==> src/rtl/wt_code_pkg.sv <==
// Shared letter-code definitions for the WT display path (encoder and decoder).
// Codes 0..11 name the twelve displayable letters; CODE_BLANK drives a blank cell.
package wt_code_pkg;

  localparam logic [4:0] CODE_G     = 5'd0;
  localparam logic [4:0] CODE_T     = 5'd1;
  localparam logic [4:0] CODE_W     = 5'd2;
  localparam logic [4:0] CODE_O     = 5'd3;
  localparam logic [4:0] CODE_B     = 5'd4;
  localparam logic [4:0] CODE_U     = 5'd5;
  localparam logic [4:0] CODE_A     = 5'd6;
  localparam logic [4:0] CODE_L     = 5'd7;
  localparam logic [4:0] CODE_N     = 5'd8;
  localparam logic [4:0] CODE_I     = 5'd9;
  localparam logic [4:0] CODE_C     = 5'd10;
  localparam logic [4:0] CODE_K     = 5'd11;
  localparam logic [4:0] CODE_BLANK = 5'd31;

  localparam logic [7:0] ASC_G     = 8'h47;
  localparam logic [7:0] ASC_T     = 8'h54;
  localparam logic [7:0] ASC_W     = 8'h57;
  localparam logic [7:0] ASC_O     = 8'h4F;
  localparam logic [7:0] ASC_B     = 8'h42;
  localparam logic [7:0] ASC_U     = 8'h55;
  localparam logic [7:0] ASC_J_LC  = 8'h6A;
  localparam logic [7:0] ASC_A     = 8'h41;
  localparam logic [7:0] ASC_L     = 8'h4C;
  localparam logic [7:0] ASC_N     = 8'h4E;
  localparam logic [7:0] ASC_I     = 8'h49;
  localparam logic [7:0] ASC_C     = 8'h43;
  localparam logic [7:0] ASC_K     = 8'h4B;
  localparam logic [7:0] ASC_SPACE = 8'h20;

  // One FIFO entry / lookup result.
  typedef struct packed {
    logic       err;
    logic [4:0] code;
  } lut_res_t;

endpackage

==> src/rtl/wt_char_lut.sv <==
// Combinational ASCII byte -> {err, 5-bit letter code} lookup.
// Optional feature macro: WT_CASE_FOLD_EN folds lowercase letters to uppercase
// before the lookup (0x6A keeps its own alias and is never folded).
module wt_char_lut
  import wt_code_pkg::*;
(
  input  logic [7:0] i_char,
  output lut_res_t   o_res
);

  logic [7:0] w_char;

  // Optional case fold, then table lookup; unmapped bytes give blank with err.
  always_comb begin
    w_char = i_char;
`ifdef WT_CASE_FOLD_EN
    if ((i_char >= 8'h61) && (i_char <= 8'h7A) && (i_char != ASC_J_LC))
      w_char = i_char - 8'h20;
`else
`endif
    o_res.code = CODE_BLANK;
    o_res.err  = 1'b1;
    case (w_char)
      ASC_G:     begin o_res.code = CODE_G;     o_res.err = 1'b0; end
      ASC_T:     begin o_res.code = CODE_T;     o_res.err = 1'b0; end
      ASC_W:     begin o_res.code = CODE_W;     o_res.err = 1'b0; end
      ASC_O:     begin o_res.code = CODE_O;     o_res.err = 1'b0; end
      ASC_B:     begin o_res.code = CODE_B;     o_res.err = 1'b0; end
      ASC_U:     begin o_res.code = CODE_U;     o_res.err = 1'b0; end
      ASC_J_LC:  begin o_res.code = CODE_U;     o_res.err = 1'b0; end
      ASC_A:     begin o_res.code = CODE_A;     o_res.err = 1'b0; end
      ASC_L:     begin o_res.code = CODE_L;     o_res.err = 1'b0; end
      ASC_N:     begin o_res.code = CODE_N;     o_res.err = 1'b0; end
      ASC_I:     begin o_res.code = CODE_I;     o_res.err = 1'b0; end
      ASC_C:     begin o_res.code = CODE_C;     o_res.err = 1'b0; end
      ASC_K:     begin o_res.code = CODE_K;     o_res.err = 1'b0; end
      ASC_SPACE: begin o_res.code = CODE_BLANK; o_res.err = 1'b0; end
      default:   begin o_res.code = CODE_BLANK; o_res.err = 1'b1; end
    endcase
  end

endmodule

==> src/rtl/wt_encoder_english.sv <==
// Streaming ASCII-to-letter-code encoder with output FIFO and saturating
// unmappable-byte counter. Optional feature macro: WT_CASE_FOLD_EN (see wt_char_lut).
module wt_encoder_english
  import wt_code_pkg::*;
#(
  parameter int unsigned FIFO_DEPTH = 4,
  parameter int unsigned ERRCNT_W   = 8
) (
  input  logic                CLK,
  input  logic                RST_N,
  input  logic                IN_VALID,
  output logic                IN_READY,
  input  logic [7:0]          IN_CHAR,
  output logic                OUT_VALID,
  input  logic                OUT_READY,
  output logic [4:0]          OUT_CODE,
  output logic                OUT_ERR,
  input  logic                CLR_ERR,
  output logic [ERRCNT_W-1:0] ERR_CNT
);

  localparam int unsigned AW = $clog2(FIFO_DEPTH);
  localparam logic [AW:0] DEPTH_C = (AW+1)'(FIFO_DEPTH);

  lut_res_t              w_lut;
  lut_res_t              r_mem [FIFO_DEPTH];
  logic [AW-1:0]         r_wr;
  logic [AW-1:0]         r_rd;
  logic [AW:0]           r_count;
  logic [ERRCNT_W-1:0]   r_err_cnt;
  logic                  w_push;
  logic                  w_pop;
  logic                  w_err_inc;

  wt_char_lut u_lut (
    .i_char (IN_CHAR),
    .o_res  (w_lut)
  );

  // Ready depends only on stored count and reset, never on IN_VALID.
  assign IN_READY  = RST_N && (r_count < DEPTH_C);
  assign OUT_VALID = (r_count != '0);
  assign OUT_CODE  = OUT_VALID ? r_mem[r_rd].code : CODE_BLANK;
  assign OUT_ERR   = OUT_VALID ? r_mem[r_rd].err  : 1'b0;
  assign ERR_CNT   = r_err_cnt;

  assign w_push    = IN_VALID && IN_READY;
  assign w_pop     = OUT_VALID && OUT_READY;
  assign w_err_inc = w_push && w_lut.err;

  // FIFO pointers and occupancy; power-of-2 depth lets pointers wrap naturally.
  always_ff @(posedge CLK) begin
    if (!RST_N) begin
      r_wr    <= '0;
      r_rd    <= '0;
      r_count <= '0;
    end else begin
      if (w_push) r_wr <= r_wr + 1'b1;
      if (w_pop)  r_rd <= r_rd + 1'b1;
      if (w_push && !w_pop)      r_count <= r_count + 1'b1;
      else if (!w_push && w_pop) r_count <= r_count - 1'b1;
    end
  end

  // FIFO storage; contents are masked by the count so no reset is needed.
  always_ff @(posedge CLK) begin
    if (w_push) r_mem[r_wr] <= w_lut;
  end

  // Saturating error counter; a clear coinciding with an error leaves it at one.
  always_ff @(posedge CLK) begin
    if (!RST_N)
      r_err_cnt <= '0;
    else if (CLR_ERR)
      r_err_cnt <= ERRCNT_W'(w_err_inc);
    else if (w_err_inc && (r_err_cnt != '1))
      r_err_cnt <= r_err_cnt + 1'b1;
  end

endmodule

==> config.mk <==
export PLATFORM = sky130hd
export DESIGN_NAME = wt_encoder_english
export DESIGN_NICKNAME = d
export VERILOG_FILES = /design/src/rtl/wt_code_pkg.sv /design/src/rtl/wt_char_lut.sv /design/src/rtl/wt_encoder_english.sv
export SDC_FILE = /design/constraint.sdc
export NUM_CORES = 1
export LEC_CHECK = 0
export CAP_MARGIN = 25
export CORE_UTILIZATION = 40
export CTS_CLUSTER_DIAMETER = 200
export CTS_CLUSTER_SIZE = 30
export DETAILED_ROUTE_END_ITERATION = 12
export GPL_TIMING_DRIVEN = 0
export HOLD_SLACK_MARGIN = 0.1
export PLACE_DENSITY = 0.7
export SLEW_MARGIN = 10
export SYNTH_ARGS = -nofsm -noshare
export SYNTH_HDL_FRONTEND = slang
export SYNTH_SLANG_ARGS = --single-unit
==> constraint.sdc <==
create_clock -name CLK -period 2.5 [get_ports CLK]
set_input_delay 0.5 -clock CLK [delete_from_list [all_inputs] [get_ports CLK]]
set_output_delay 0.5 -clock CLK [all_outputs]
set_load 0.005 [all_outputs]
Word level (Yosys, flattened, before mapping). Memory sizes are Yosys's and may differ from the RTL's. A register that Yosys moved wholly into a read port is not among the register bits. Cells that the tools add are included.

Register bits: 15. Bits in latches: 0. Bits in writable memories: 24. ROM bits: 0. Output and inout port bits: 16. Memories: 1.

$add $sub $neg: 5. $mul: 0. Div/mod/pow operators: 0. Order comparisons: 1. Eq/ne operators: 15. Shift-type cells: 0. Muxes and demuxes: 11. Bitwise operators: 1. Reduce and logical (&&, ||, !) cells: 14.

Memories: r_mem (depth 4, width 6, read ports 1, clocked after memory_dff 1, wr ports 1, RTL line wt_encoder_english.sv:26) `lut_res_t r_mem [FIFO_DEPTH];`.

Operators with widths (count): 8-bit by 7-bit == test with 1-bit output, second input constant (13); 6-bit case mux with 13 select lines (1); 8-bit by 1-bit adder with 8-bit output, second input constant (1); 8-bit by 6-bit == test with 1-bit output, second input constant (1); 8-bit != test, second input constant (1); 1-bit logical AND (7); 3-bit two-way mux (2); 1-bit two-way mux (5); 5-bit two-way mux (1); 2-bit by 1-bit adder with 2-bit output, second input constant (2); 2-bit two-way mux (2); 2-bit nonzero test (2); 2-bit OR reduction (2); 3-bit by 1-bit adder with 3-bit output, second input constant (1); 3-bit less-than comparator, second input constant (1); 3-bit nonzero test (1); 3-bit by 1-bit subtractor with 3-bit output, second input constant (1); 1-bit logical NOT (2); 1-bit NOT (1).

Longest topological paths before layout. Gate-level depths: netlist (run 1).

Word-level depth: 7. Depth in mapped cells: 9. Mapped depth without buffers: 9.

Cells and area by module. Synthesis (run 1) repeated with hierarchy kept, for this count alone.

Cell total of the unflattened synthesis: 186. Area total of the unflattened synthesis: 2153.3 um^2.

By module, submodules not included: wt_encoder_english (times used 1, cells each 130, area each 1809.2 um^2, seq. area each 1061.0 um^2); wt_char_lut (times used 1, cells each 56, area each 344.1 um^2, seq. area each 0.0 um^2).

Worst setup path after synthesis (run 1). OpenSTA, ideal clock, no wires.

Path type: input to register. From: input RST_N. To: register r_count[2]. Data arrival time: 2236 ps. Data required time: 2424 ps. Path slack: 189 ps. Cell stages on the path: 9. Path buffers: 0. Cell sequence: nor2b_1 nand2_1 clkinv_1 ha_1 inv_1 fa_1 xor2_1 or3_1 a21boi_0.

Word-level cells in the longest chain between the ends: 5.

RTL lines: start: declaration (RTL line wt_encoder_english.sv:10) `input logic RST_N,`; 1-bit logical AND * (RTL line wt_encoder_english.sv:41) `assign IN_READY = RST_N && (r_count < DEPTH_C);`; 1-bit logical AND * (RTL line wt_encoder_english.sv:47) `assign w_push = IN_VALID && IN_READY;`; named net w_push (RTL line wt_encoder_english.sv:31) `logic w_push;`; 1-bit logical NOT (RTL line wt_encoder_english.sv:61) `else if (!w_push && w_pop) r_count <= r_count - 1'b1;`; 1-bit logical AND (RTL line wt_encoder_english.sv:61); 2-bit nonzero test (no source line); end signal: assignment (RTL line wt_encoder_english.sv:60) `if (w_push && !w_pop) r_count <= r_count + 1'b1;`; end signal: assignment (RTL line wt_encoder_english.sv:61); end: declaration (RTL line wt_encoder_english.sv:29) `logic [AW:0] r_count;`.

Mark *: on every way through the listed nets, which the timed path passes. The rest lies on a longest branch. A chain may end at the register's enable or synchronous reset.

==> impl_metrics.json, run 1 <==
{
  "n_antenna_cell": 0,
  "avgRoutedWirePerCell_um": 13.81,
  "period_needed_ps": 2410,
  "routed_via_density": 5.197,
  "post_route_cells_drive_above_1_share_pct": 18.67,
  "clkLatencyLatePin_ps": 290,
  "numPortBuffers": 26,
  "worst_hold_path_type": "flop to flop",
  "max_cap_viol_count": 0,
  "floorplan.rows": 26,
  "power-per-cell-area_nw_per_um2": 693.2,
  "antenna_left": 0,
  "die_y_um": 75.14,
  "die_area_um2": 5645,
  "timing.final.crit_share_pct": 96.42,
  "rrSetupSlack_ps": 240,
  "grt_first_pass_wirelength_mm": 6.527,
  "yosys.area.top_type": "edfxtp_1",
  "synthCells": 189,
  "route.vias.total": 1533,
  "synth.yosys.seq_area_share_pct": 49.59,
  "worst-path-max-fanout": 6,
  "drt_pre_antenna_iters": 4,
  "grt.overflow.total": 0,
  "design.final.nets": 244,
  "cts.sinks": 41,
  "syn_nets": 209,
  "htreeDepth": 2,
  "setup.worst_path.start_class": "flop",
  "post_synth_main_area_contributors": "edfxtp_1, dfxtp_1, mux4_2, ha_1, nand2_1",
  "cp.arrival_ps": 1910,
  "grt_pass1_vias": 1385,
  "cts.root.buffer_cell": "clkbuf_8",
  "path_clk_slew_ps": 80,
  "synth_async_sr_flop_share_pct": 0,
  "outcome": "completed",
  "clock_skew_ps": 4.386,
  "yosys_register_bits": 41,
  "postSynth.topFlopCell": "edfxtp_1",
  "drcViolationCount": 0,
  "criticalPathCategory": "flop to output pin",
  "max_rail_drop_vdd_v": 0.0003341,
  "layout-area-overhead-vs-synth_pct": 23.33,
  "setup.worst_path.end_class": "output pin",
  "max_freq_mhz": 414.9,
  "cp_data_required_time_ps": 2000,
  "overall_die_width_um": 75.14,
  "area_fraction_of_the_dominant_cell_type_after_synthesis_pct": 33.68,
  "cts_made_buffers": 5,
  "post-dp-hpwl_mm": 2.971,
  "synth_area_um2": 2140,
  "routabilityCongestion": 0.8020,
  "drtIter0Drc": 61,
  "tritoncts": "yes",
  "fillCellCount": 486,
  "hold_path_startpoint": "r_wr[1]$_SDFFE_PN0P_",
  "synth_edf_count": 24,
  "routed_wirelength_mm": 4.074,
  "stdcell_count": 295,
  "dp_cells": 285,
  "tightest_slew_ps": 516.3,
  "setup_viol_count_final": 0,
  "initial_utilization_pct": 41.63,
  "final_max_slew_viol_count": 0,
  "p_leak_nw": 0.9055,
  "io_pins": 29,
  "grt_max_degree": 14,
  "timing.rr.start": "r_count[0]$_SDFFE_PN0P_",
  "yosys_warning_total": 0,
  "globalRouteTotalUtil_pct": 15.87,
  "ys_types": 52,
  "clk_path_buf_depth": 2,
  "core_um2": 5140,
  "worst_hold_slack_ps": 510.2,
  "mean_instance_size_in_the_synthesized_netlist_um2": 11.32,
  "number_of_antenna_violations_at_the_first_check_in_global_routing": 0,
  "max-slew-margin-rel_pct": 65.09,
  "timing_hold_violations_final": 0
}
synth_stat cells (all sizes together) (2+ instances only):
master / count
xor2: 4
nand4: 2
edfxtp: 24
a21oi: 6
nor4b: 2
dfxtp: 17
a41oi: 2
o21ai: 12
or4: 2
mux2i: 2
xnor2: 6
nor2b: 2
nor2: 7
and2b: 2
clkbuf: 4
and2: 6
mux4: 6
inv: 10
or2: 6
and3: 5
buf: 3
or2b: 2
nor3: 3
a31o: 2
or3: 4
ha: 6
nand3: 8
nand2: 17
a31oi: 2
path summary, 6_finish.rpt:
check	end	cells past startpoint
worst max register to register	r_count[2]$_SDFFE_PN0P_	9
worst min-delay path	r_wr[1]$_SDFFE_PN0P_	2
worst max-delay path	OUT_CODE[2]	3
worst min register to register	r_wr[1]$_SDFFE_PN0P_	2
worst max-delay path, stage by stage (launching register included):
cell and delay [ps]:
dfxtp_4 410, mux4_2 490, or2_2 270, clkdlybuf4s50_1 440
repair_timing:
item	CTS	global route
gates resized for setup	8	9
pin swaps	0	1
endpoints found under the setup margin	11	15
hold endpoints to repair	0	0
hold buffers	0	0
setup buffers	0	3
through the flow:
step	instance area [µm²]	worst slack [ps]	utilization (%)	total power, mW	setup TNS [ps]
after floorplan	2140	188.7	-	1.174	0
after detailed placement	2487	-524.1	48.39	1.380	-5303
after global routing	2639	-8.189	51.34	1.944	-8.189
after global placement	2487	-479.7	48.39	1.366	-4624
final	2639	89.53	51.34	1.829	0
after CTS	2590	8.134	50.39	1.814	0
kinds of logic after synthesis:
logic type	count (synthesis)	synth area share (%)
AND/OR/NAND/NOR	72	18.66
buffers and inverters	18	5.321
flip-flops	41	49.59
adder cells (fa/ha/maj)	7	4.444
multiplexers	8	7.252
AO/OA/AOI/OAI	33	10.64
XOR/XNOR	10	4.093
final cells by class:
class,instances,area [µm²],share of cell area (%)
sequential,41,1065,40.35
clock buffer,5,68.82,2.608
clock inverter,3,17.52,0.6638
buffer,6,68.82,2.608
tap,70,87.58,3.319
timing repair buffer,29,290.3,11.00
multi-input combinational,130,997.2,37.79
inverter,11,43.79,1.660
power breakdown:
part | total (mW) | internal [mW] | switching [mW]
sequential | 0.861 | 0.786 | 0.0749
clock | 0.422 | 0.193 | 0.230
combinational | 0.546 | 0.333 | 0.213
cell usage in the layout, fill, tap and decap left out, types with 7 or more instances in the layout:
master	Yosys	routed
clkdlybuf4s50_1	0	23
inv_1	9	9
edfxtp_1	24	24
o21ai_0	11	9
nand3_1	8	8
dfxtp_1	17	16
nand2_1	17	16
clkbuf_8	3	8
nor2_1	7	7
sequential cells by signal, indices dropped and copies added (netlist names), named ones only:
| signal | count |
|---|---|
| r_mem | 24 |
| ERR_CNT | 8 |
| r_count | 3 |
| r_rd | 2 |
| r_wr | 2 |
layer usage:
metal  up-vias  share of wire, %  track usage, %
met2        39                49           26.63
met1       726                46           20.03
met3         6               4.4           4.016
met4         0               1.2           5.556
met5         -                 0               0
li1        762                 -               -
(Power assumes the default switching activity.)
==> inputs of run 2 (changes only) <==
--- a/config.mk
+++ b/config.mk
@@ -6,6 +6,7 @@
 export NUM_CORES = 1
 export LEC_CHECK = 0
 export CAP_MARGIN = 25
+export CORE_ASPECT_RATIO = 1.1
 export CORE_UTILIZATION = 40
 export CTS_CLUSTER_DIAMETER = 200
 export CTS_CLUSTER_SIZE = 30
==> run 2 against run 1 <==
- power shrank 0.21%
- clock skew is 2.4 ps higher
- non-clock buffer count increased by 3
- global-route usage down 1.6 points
- sequential share of layout area fell by 0.23 points
- critical endpoint unchanged
- highest routed layer unchanged
==> impl_metrics.json, run 2 (same netlist as run 1, synthesis figures left out) <==
{
  "outcome": "completed",
  "htreeDepth": 2,
  "antenna_left": 0,
  "max_freq_mhz": 410.4,
  "io_pins": 29,
  "drt_pre_antenna_iters": 4,
  "overall_die_width_um": 71.73,
  "fin_util_pct": 52.37,
  "largest_reg_flops": 24,
  "stdcell_count": 286,
  "timing.rr.start": "r_count[0]$_SDFFE_PN0P_",
  "cp.arrival_ps": 1940,
  "tritoncts": "yes",
  "p_leak_nw": 0.9230,
  "postLayoutSetupSlackWorst_ps": 63.29,
  "grt_pass1_vias": 1434,
  "avgRoutedWirePerCell_um": 13.42,
  "post-dp-hpwl_mm": 2.748,
  "numPortBuffers": 26,
  "grt_max_degree": 14,
  "timing_hold_violations_final": 0,
  "report.power.total_mw": 1.825,
  "intPower_mw": 1.321,
  "drcViolationCount": 0,
  "cp_data_required_time_ps": 2000,
  "timing.rr.end": "r_count[2]$_SDFFE_PN0P_",
  "period_needed_ps": 2437,
  "die_y_um": 78.71,
  "criticalPathCategory": "flop to output pin",
  "worst_r2r_path_depth": 9,
  "timing.final.crit_share_pct": 97.47,
  "routabilityCongestion": 0.7863,
  "power-per-cell-area_nw_per_um2": 687.8,
  "dp_cells": 273,
  "route.vias.total": 1513,
  "p_sw_mw": 0.5046,
  "worstSetupEndpoint": "OUT_CODE[2]",
  "slowest_delay_ps": 500,
  "number_of_antenna_violations_at_the_first_check_in_global_routing": 0,
  "cts.sinks": 41,
  "dp_slack_ps": -496.1,
  "routed_wirelength_mm": 3.838,
  "share_seq_of_total_power_pct": 47.3,
  "critical-path-slowest-cell": "mux4_2",
  "clkPwrFrac_pct": 22.5,
  "worst_hold_path_type": "flop to flop",
  "max_cap_viol_count": 0,
  "tightest_slew_ps": 372.1,
  "post-route-cell-area_um2": 2654,
  "timing.critical_path.cells": "mux4_2 > or2_2 > clkdlybuf4s50_1",
  "clkLatencyLatePin_ps": 290,
  "grt_first_pass_wirelength_mm": 6.341,
  "globalRouteTotalUtil_pct": 14.29,
  "cts_made_buffers": 5,
  "post_route_cells_drive_above_1_share_pct": 20.18,
  "design.final.nets": 247,
  "setup_total_negative_slack_ps": 0,
  "setup.worst_path.end_class": "output pin",
  "final_cell_mix": "clkdlybuf4s50_1, edfxtp_1, dfxtp_1, nand2_1",
  "max_rail_drop_vdd_v": 0.0002595,
  "final_max_slew_viol_count": 0,
  "setup.worst_path.start_class": "flop",
  "dpl_cell_area_um2": 2472,
  "cts.root.buffer_cell": "clkbuf_8",
  "power_switching_share_pct": 27.64,
  "clk_path_buf_depth": 2,
  "layout-area-overhead-vs-synth_pct": 24.04,
  "rrSetupSlack_ps": 260,
  "drtIter0Drc": 79,
  "die_area_um2": 5646,
  "setup_viol_count_final": 0,
  "floorplan.rows": 27,
  "core_um2": 5067,
  "routed_via_density": 5.290,
  "n_antenna_cell": 0,
  "worst_hold_slack_ps": 506.3,
  "clock_skew_ps": 6.787,
  "grt.overflow.total": 0,
  "worstHoldPathCells": 2,
  "largest_register": "r_mem",
  "max-slew-margin-rel_pct": 74.97,
  "path_clk_slew_ps": 80,
  "initial_utilization_pct": 42.22,
  "worst-path-max-fanout": 6,
  "p_comb_share_pct": 30.3
}
run 2: worst min path at each step:
stage                       startpoint                      end  slack [ps]
6_report          r_wr[1]$_SDFFE_PN0P_     r_wr[1]$_SDFFE_PN0P_         510
5_1_grt        ERR_CNT[7]$_SDFFE_PP0P_  ERR_CNT[7]$_SDFFE_PP0P_         530
4_1_cts           r_wr[1]$_SDFFE_PN0P_     r_wr[1]$_SDFFE_PN0P_         510
3_5_place_dp   ERR_CNT[7]$_SDFFE_PP0P_  ERR_CNT[7]$_SDFFE_PP0P_         500
3_3_place_gp      r_wr[1]$_SDFFE_PN0P_     r_wr[1]$_SDFFE_PN0P_         490
2_1_floorplan     r_wr[1]$_SDFFE_PN0P_     r_wr[1]$_SDFFE_PN0P_         470
run 2: metal layers:
layer | routed length [µm] | vias to the layer above | GRT usage [%]
met3 | 102 | 7 | 2.665
met2 | 1906 | 20 | 25.09
met1 | 1780 | 720 | 17.41
met5 | 0 | - | 0
li1 | - | 766 | -
met4 | 48 | 0 | 5.098
run 2: timing repair:
item                       CTS  global route
buffers inserted             0             6
hold buffers                 0             0
resized for setup            7            11
hold endpoints to repair     0             0
setup endpoints to repair   11            21
run 2: critical path: cells and delay by family (launching register included):
kind                   cells  cell delay [ps]
buffers and inverters      1              440
DFF                        1              420
muxes                      1              500
and+or+nand+nor            1              290
run 2: cell type report:
| class | count | area (µm²) |
|---|---|---|
| Clock inverter | 3 | 17.52 |
| Sequential cell | 41 | 1065 |
| Tap cell | 58 | 72.57 |
| Clock buffer | 5 | 68.82 |
| Fill cell | 459 | 2414 |
| Inverter | 11 | 43.79 |
| Multi-Input combinational cell | 130 | 1007 |
| Timing Repair Buffer | 32 | 310.3 |
| Buffer | 6 | 68.82 |
run 2: power by group through the flow:
stage	clock, mW	combinational (mW)	sequential [mW]
final	0.410	0.553	0.862
after global routing	0.448	0.612	0.875
after CTS	0.428	0.510	0.864
after detailed placement	0	0.537	0.841
after global placement	0	0.524	0.837
after floorplan	0	0.345	0.829
==> inputs of run 3 (changes only) <==
--- a/config.mk
+++ b/config.mk
@@ -7,13 +7,13 @@
 export LEC_CHECK = 0
 export CAP_MARGIN = 25
 export CORE_ASPECT_RATIO = 1.1
-export CORE_UTILIZATION = 40
+export CORE_UTILIZATION = 35
 export CTS_CLUSTER_DIAMETER = 200
 export CTS_CLUSTER_SIZE = 30
 export DETAILED_ROUTE_END_ITERATION = 12
 export GPL_TIMING_DRIVEN = 0
 export HOLD_SLACK_MARGIN = 0.1
-export PLACE_DENSITY = 0.7
+export PLACE_DENSITY = 0.64
 export SLEW_MARGIN = 10
 export SYNTH_ARGS = -nofsm -noshare
 export SYNTH_HDL_FRONTEND = slang
==> run 3 against run 2 <==
- first-iteration DRC count down 8.9%
- sequential power about the same
- non-clock buffer count unchanged
- sequential cell count unchanged
- clock-buffer cell count up 2
- maximum frequency up 0.99%
- clock skew about the same
- power down 0.56%
- clock power down 1%
- die area up 14%
- sequential share of layout area down 0.13 points
- final cell count up 6.6%
- highest routed layer unchanged
==> impl_metrics.json, run 3 (same netlist as run 1, synthesis figures left out) <==
{
  "core_um2": 5842,
  "final_cell_mix": "clkdlybuf4s50_1, edfxtp_1, dfxtp_1, nand2_1",
  "power-per-cell-area_nw_per_um2": 681.7,
  "die_y_um": 84,
  "power_switching_share_pct": 27.05,
  "largest_register": "r_mem",
  "multi_input_area_um2": 999.7,
  "setup_viol_count_final": 0,
  "final_max_slew_viol_count": 0,
  "cts.sinks": 41,
  "max_freq_mhz": 414.4,
  "floorplan.rows": 29,
  "cts.root.buffer_cell": "clkbuf_8",
  "grt_pass1_vias": 1401,
  "period_needed_ps": 2413,
  "intPower_mw": 1.324,
  "tightest_slew_ps": 471.3,
  "avgRoutedWirePerCell_um": 13.21,
  "fillCellCount": 564,
  "p_comb_share_pct": 30.4,
  "overall_die_width_um": 76.55,
  "route.vias.total": 1510,
  "io_pins": 29,
  "max-slew-margin-rel_pct": 68.14,
  "drt_pre_antenna_iters": 4,
  "layout-area-overhead-vs-synth_pct": 24.44,
  "regArea_um2": 1065,
  "antenna_left": 0,
  "largest_reg_flops": 24,
  "number_of_antenna_violations_at_the_first_check_in_global_routing": 0,
  "drtIter0Drc": 72,
  "worst_r2r_path_depth": 9,
  "post_route_cells_drive_above_1_share_pct": 19.30,
  "cp.arrival_ps": 1910,
  "postLayoutSetupSlackWorst_ps": 87.13,
  "routed_wirelength_mm": 4.028,
  "timing_hold_violations_final": 0,
  "clkPwrFrac_pct": 22.3,
  "worstHoldPathCells": 2,
  "tritoncts": "yes",
  "p_leak_nw": 0.9062,
  "outcome": "completed",
  "clk_path_buf_depth": 2,
  "cp_data_required_time_ps": 2000,
  "rsz_0062_raised_after_global_routing": "true",
  "routabilityCongestion": 0.8552,
  "cts_made_buffers": 5,
  "share_seq_of_total_power_pct": 47.3,
  "die_area_um2": 6430,
  "grt_max_degree": 13,
  "design.final.nets": 247,
  "setup.worst_path.start_class": "flop",
  "max_cap_viol_count": 0,
  "p_sw_mw": 0.4910,
  "drcViolationCount": 0,
  "timing.final.crit_share_pct": 96.51,
  "max_rail_drop_vdd_v": 0.0003018,
  "report.power.total_mw": 1.815,
  "worst_hold_path_type": "flop to flop",
  "grt.overflow.total": 0,
  "fin_util_pct": 45.58,
  "post-dp-hpwl_mm": 2.890,
  "htreeDepth": 2,
  "grt_first_pass_wirelength_mm": 6.603,
  "path_clk_slew_ps": 70,
  "dp_slack_ps": -570.7,
  "numPortBuffers": 26,
  "worst-path-max-fanout": 6,
  "setup.worst_path.end_class": "output pin",
  "n_antenna_cell": 0,
  "cts_hold_repair.buffers": 0,
  "routed_via_density": 4.951,
  "criticalPathCategory": "flop to output pin",
  "clock_skew_ps": 7.279,
  "globalRouteTotalUtil_pct": 13.03,
  "most_common_cell_after_layout_fill_and_taps_aside": "clkdlybuf4s50_1",
  "clkLatencyLatePin_ps": 280,
  "initial_utilization_pct": 36.62
}
## run 3: worst max-delay path: stages (launching register included)
cell,delay [ps]
dfxtp_4,410
mux4_2,500
or2_2,280
clkdlybuf4s50_1,440
## run 3: cell type report
cell class / instances / area share, %
sequential: 41 / 39.99
multi-input combinational: 130 / 37.55
timing repair buffer: 32 / 11.56
tap: 77 / 3.618
clock buffer: 7 / 2.867
buffer: 6 / 2.585
inverter: 11 / 1.645
clock inverter: 1 / 0.1880
## run 3: power by group through the flow
stage	Sequential (mW)	Combinational [mW]	Clock, mW
floorplan	0.829	0.345	0
global placement	0.838	0.528	0
detailed placement	0.840	0.534	0
CTS	0.863	0.512	0.418
global route	0.872	0.610	0.451
finish	0.859	0.551	0.405
## run 3: through the flow
step / area (µm²) / hold slack [ps] / cells / TNS [ps]
4_1_cts: 2594 / 503.7 / 299 / 0
3_3_place_gp: 2496 / 489.2 / 292 / -4408
3_5_place_dp: 2496 / 492.7 / 292 / -5660
5_1_grt: 2663 / 553.1 / 305 / -186.3
6_report: 2663 / 499.9 / 305 / 0
2_1_floorplan: 2140 / 469.0 / 189 / 0
## run 3: worst paths after layout
path | from | end | slack, ps
worst max-delay path | flop | OUT_CODE[2] | 90
worst min-delay path | r_wr[1]$_SDFFE_PN0P_ | r_wr[1]$_SDFFE_PN0P_ | 500
worst min register to register | r_wr[1]$_SDFFE_PN0P_ | r_wr[1]$_SDFFE_PN0P_ | 500
worst max register to register | r_count[0]$_SDFFE_PN0P_ | r_count[2]$_SDFFE_PN0P_ | 310
## run 3: repair_timing
action,4_1_cts,5_1_grt
setup endpoints to repair,11,21
gates resized for setup,8,8
setup buffers,0,6
pin swaps,0,1
## run 3: metal layers
metal / up-vias / global-route usage, % / part of all wire [%]
met5: - / 0 / 0
met4: 0 / 3.671 / 0.35
met3: 2 / 3.169 / 3.1
met2: 23 / 22.28 / 50
met1: 719 / 16.25 / 46
li1: 766 / - / -
==> variant 1 (settings of run 1) <==
The parameter `FIFO_DEPTH` goes from 4 to 2.
--- a/src/rtl/wt_encoder_english.sv
+++ b/src/rtl/wt_encoder_english.sv
@@ -5,3 +5,3 @@
 #(
-  parameter int unsigned FIFO_DEPTH = 4,
+  parameter int unsigned FIFO_DEPTH = 2,
   parameter int unsigned ERRCNT_W   = 8
Check against the original RTL: not equivalent (a bounded check fails within 4 cycles, from zero or initial values and one cycle with RST_N low).
==> variant 1 against run 1 <==
Clock power decreased by 55%; largest power group unchanged; critical path type is now primary input to flop; synthesized cell count fell by 15%; sequential cell count fell by 16; register-to-register slack better by 0.44 ns; non-clock buffer count decreased by 2; first-iteration DRC count is 57% lower; setup slack better by 0.033 ns; final area shrank 32%; routed wire length shrank 27%; synthesized area fell by 32%; power is 40% lower; die area down 31%; sequential share of layout area is 6.0 points lower.
==> variant 1: results (changes against run 1) <==
Run status
  – Status: finished, final reports clean

Pwr
  – Lkg Pwr: 0.604 nW (-33%)
  – Clock network power share: 0.175 (-0.056)
  – Seq group: 0.000501 W (-42%)

Placement
  – Setup WS pre-CTS: -0.376 ns (+0.148 ns)
  – Port Buffers: 25 (-3.8%)
  – GPL Wtd Cong: 0.876 (+9.2%)
  – DP Area: 1770 µm² (-29%)

Finish
  – Share of layout cells above drive strength 1: 0.0576 (-0.129)
  – Final nets: 207 (-15%)

Routing
  – Routed Wire Length: 2.99 mm (-27%)
  – Vias per cell: 5.31 (+2.1%)
  – Drt first-iter violations: 26 (-57%)
  – Metal3 WL: 127 µm (-29%)

Global route
  – First-pass GRT wire length: 5.18 mm (-21%)
  – Number of global-route vias before repair: 1265 (-8.7%)
  – Total GRT Usage: 0.164 (+0.00567)

Synthesis
  – Yosys cell types: 41 (-21%)
  – Post-synth EDFFs: 12 (-50%)
  – Prevailing post-synth register cell: dfxtp_1

Clocking
  – # H-tree levels: 1 (-1)
  – Clock slew at reported path FFs: 0.14 ns (+0.06 ns)
  – Setup bufs post-CTS: 1 (+1)
  – Clk_lat worst skew: 0.33 ns (+0.04 ns)
  – CTS buffer count: 3 (-2)
  – Root buffer cell: clkbuf_4

Setup path
  – CP top delay family: compound AO/OA/AOI/OAI gates
  – Crit path max-delay cell type: clkdlybuf4s50_1

Timing
  – Slew Limit Headroom: 0.617 (-0.0341)
  – Setup Skew: 0.00309 ns (-0.00130 ns)
[variant 1: changes by cell type in the layout (fill, tap and decap cells not counted), sizes merged, moves of 5 or more]
cell	before	now
edfxtp	24	12
mux2i	2	14
nand2b	1	11
mux4	6	0
or2	6	0
a21oi	6	11
o21ai	12	7
[variant 1: final timing paths]
kind	from	end	slack (ns)	cells past startpoint
max reg2reg	ERR_CNT[0]	ERR_CNT[7]	0.68	6
min reg2reg	ERR_CNT[7]	ERR_CNT[7]	0.51	2
min	ERR_CNT[7]	ERR_CNT[7]	0.51	2
max	IN_CHAR[5]	r_mem[0][0]	0.12	6
[variant 1: cell families after synthesis]
family                     share of synthesized area
buffers and inverters                         0.0377
xor gates and xnor gates                      0.0180
adders and majority gates                     0.0171
AOI/OAI and AO/OA                              0.151
and+or+nand+nor                                0.255
DFF                                            0.425
muxes                                         0.0960
[variant 1: worst min-delay path, stage by stage (launching register included)]
cell and delay (ns):
dfxtp_1 0.36, nand2_1 0.06, mux2i_1 0.05
[variant 1: area by class of cell]
type	instances	area, µm²
multi-input combinational	122	785
timing repair buffer	26	258
buffer	7	28.8
clock inverter	1	7.51
fill	352	1610
tap	46	57.6
clock buffer	3	22.5
inverter	7	26.3
sequential	25	621
[variant 1: metal layers]
metal / GRT usage / vias up
met5: 0 / -
met4: 0.0901 / 0
met2: 0.295 / 30
li1: - / 631
met3: 0.0401 / 5
met1: 0.175 / 592
[variant 1: metrics by stage]
step                TNS (ns)  cells   util  hold WS [ns]  power, W
floorplan                  0    161      -         0.472  0.000746
global placement       -4.21    232  0.518         0.472  0.000896
detailed placement     -4.43    232  0.518         0.489  0.000915
CTS                        0    237  0.529         0.511   0.00111
global route               0    237  0.529         0.539   0.00116
finish                     0    237  0.529         0.508   0.00109
==> variant 2 (flow settings as in run 1) <==
Without the edit above. Make the reset (`RST_N`) asynchronous in 2 clocked blocks.
--- a/src/rtl/wt_encoder_english.sv
+++ b/src/rtl/wt_encoder_english.sv
@@ -51,3 +51,3 @@
   // FIFO pointers and occupancy; power-of-2 depth lets pointers wrap naturally.
-  always_ff @(posedge CLK) begin
+  always_ff @(posedge CLK or negedge RST_N) begin
     if (!RST_N) begin
@@ -70,3 +70,3 @@
   // Saturating error counter; a clear coinciding with an error leaves it at one.
-  always_ff @(posedge CLK) begin
+  always_ff @(posedge CLK or negedge RST_N) begin
     if (!RST_N)
Function: differs if RST_N is asserted again (counterexample within 4 cycles, from zero or initial values and one cycle with RST_N low); with RST_N held inactive, the same outputs for 10 cycles.
==> variant 2 against run 1 <==
Largest power group unchanged; setup slack lost 0.018 ns; synthesized cell count shrank 10%; final area shrank 2.0%; power grew 8.4%; critical endpoint unchanged; register-to-register slack gained 0.15 ns; routed wire length shrank 3.6%; sequential cell count shrank 2; synthesized area shrank 1.1%.
==> variant 2: results (changes against run 1) <==
Placement
  – Port Buffers: 23 (-12%)
  – DP Area: 2430 µm² (-2.1%)
  – GPL Wtd Cong: 0.764 (-4.7%)
  – Setup WS pre-CTS: -0.938 ns (-0.414 ns)
  – Placed insts: 263 (-7.7%)
  – Final HPWL DP: 2.73 mm (-8.2%)

Synthesis
  – Yosys cell types: 48 (-7.7%)
  – Adder-Cell Fraction of Synth Area: 0.0449 (+0.000473)
  – Async set or reset register ratio after synthesis: 0.385 (+0.385)
  – List of most frequent post-synthesis cells: edfxtp_1, dfrtp_1, nor2_1, xnor2_1, nand2_1
  – Main combinational cell family by area after synthesis: simple AND/OR/NAND/NOR gates
  – Synthesized Nets: 190 (-9.1%)
  – XOR/XNOR share of the synthesized area: 0.0579 (+0.0170)
  – Syn Area/Cell: 12.5 µm² (+10%)
  – Complex-gate fraction of the synthesized area: 0.0822 (-0.0243)
  – Synth top area cells: edfxtp_1, dfrtp_1, mux4_2
  – Post-synthesis sequential area ratio: 0.518 (+0.0218)
  – Multiplexer share of the synthesized area: 0.0739 (+0.00136)

Routing
  – Via count: 1392 (-9.2%)
  – Metal3 WL: 124 µm (-30%)
  – DRT met1 WL: 1.83 mm (-1.5%)
  – Routed wire per std cell: 14.3 µm (+3.5%)
  – WL met2: 1.93 mm (-2.9%)
  – Drt first-iter violations: 47 (-23%)

Timing
  – Slew Limit Headroom: 0.523 (-0.128)
  – Setup Skew: 0.00753 ns (+0.00314 ns)
  – Worst-case hold slack: 0.528 ns (+0.0177 ns)

Finish
  – Share of layout cells above drive strength 1: 0.215 (+0.0280)
  – Final nets: 224 (-8.2%)
  – Top reg by flops: r_mem
  – Non-filler instance count after layout: 275 (-6.8%)

Worst hold path
  – Min-delay src: r_count[2]

Global route
  – Met2 Track Usage GR: 0.270 (+0.00400)
  – Number of global-route vias before repair: 1340 (-3.2%)
  – Pin count of the biggest net entering global routing: 17 (+3)
  – Grt met1 use: 0.201 (+0.000876)
  – First-pass GRT wire length: 6.47 mm (-0.95%)
  – Met3 Usage GRT: 0.0281 (-0.0120)
  – Total GRT Usage: 0.160 (+0.000808)

Run status
  – Status: finished, final reports clean

Pwr
  – Maximum VDD drop: 309 µV (-7.7%)
  – Lkg Pwr: 0.941 nW (+3.9%)
  – Flop pwr share: 0.446 (-0.025)
  – Sw Share: 0.295 (+0.0122)
  – Clk pwr: 0.000423 W (about the same)
  – Seq group: 0.000884 W (+2.7%)

Setup path
  – Critical path data arrival time: 1.93 ns (+0.02 ns)
  – RR Startpoint: r_count[2]
  – CP Launch Point: r_rd[0]

Clocking
  – Root buffer cell: clkbuf_8
  – Clock slew at reported path FFs: 0.08 ns (about the same)
==> variant 2: what timing repair did <==
item / in CTS / in global routing
hold buffers: 0 / 2
cloned: 0 / 0
pin swaps: 0 / 1
setup buffers: 1 / 3
gates resized for setup: 11 / 6
setup endpoints to repair: 21 / 12
endpoints found under the hold margin: 0 / 12
==> variant 2: worst paths after layout <==
kind                          endpoint  slack, ns  cells past startpoint
min in group asynchronous   ERR_CNT[2]       0.64                      2
max in group asynchronous      r_rd[0]       1.33                      2
min reg2reg                 r_count[2]       0.53                      1
max                        OUT_CODE[2]       0.07                      4
min                         r_count[2]       0.53                      1
max reg2reg                 r_count[2]       0.39                      9
==> variant 2: cell type report <==
type,instances,area [µm²],area share
Buffer,8,52.6,0.0203
Clock buffer,6,72.6,0.0281
Clock inverter,2,12.5,0.00484
Inverter,7,28.8,0.0111
Multi-Input combinational cell,114,955,0.369
Sequential cell,39,1100,0.424
Tap cell,70,87.6,0.0339
Timing Repair Buffer,29,279,0.108
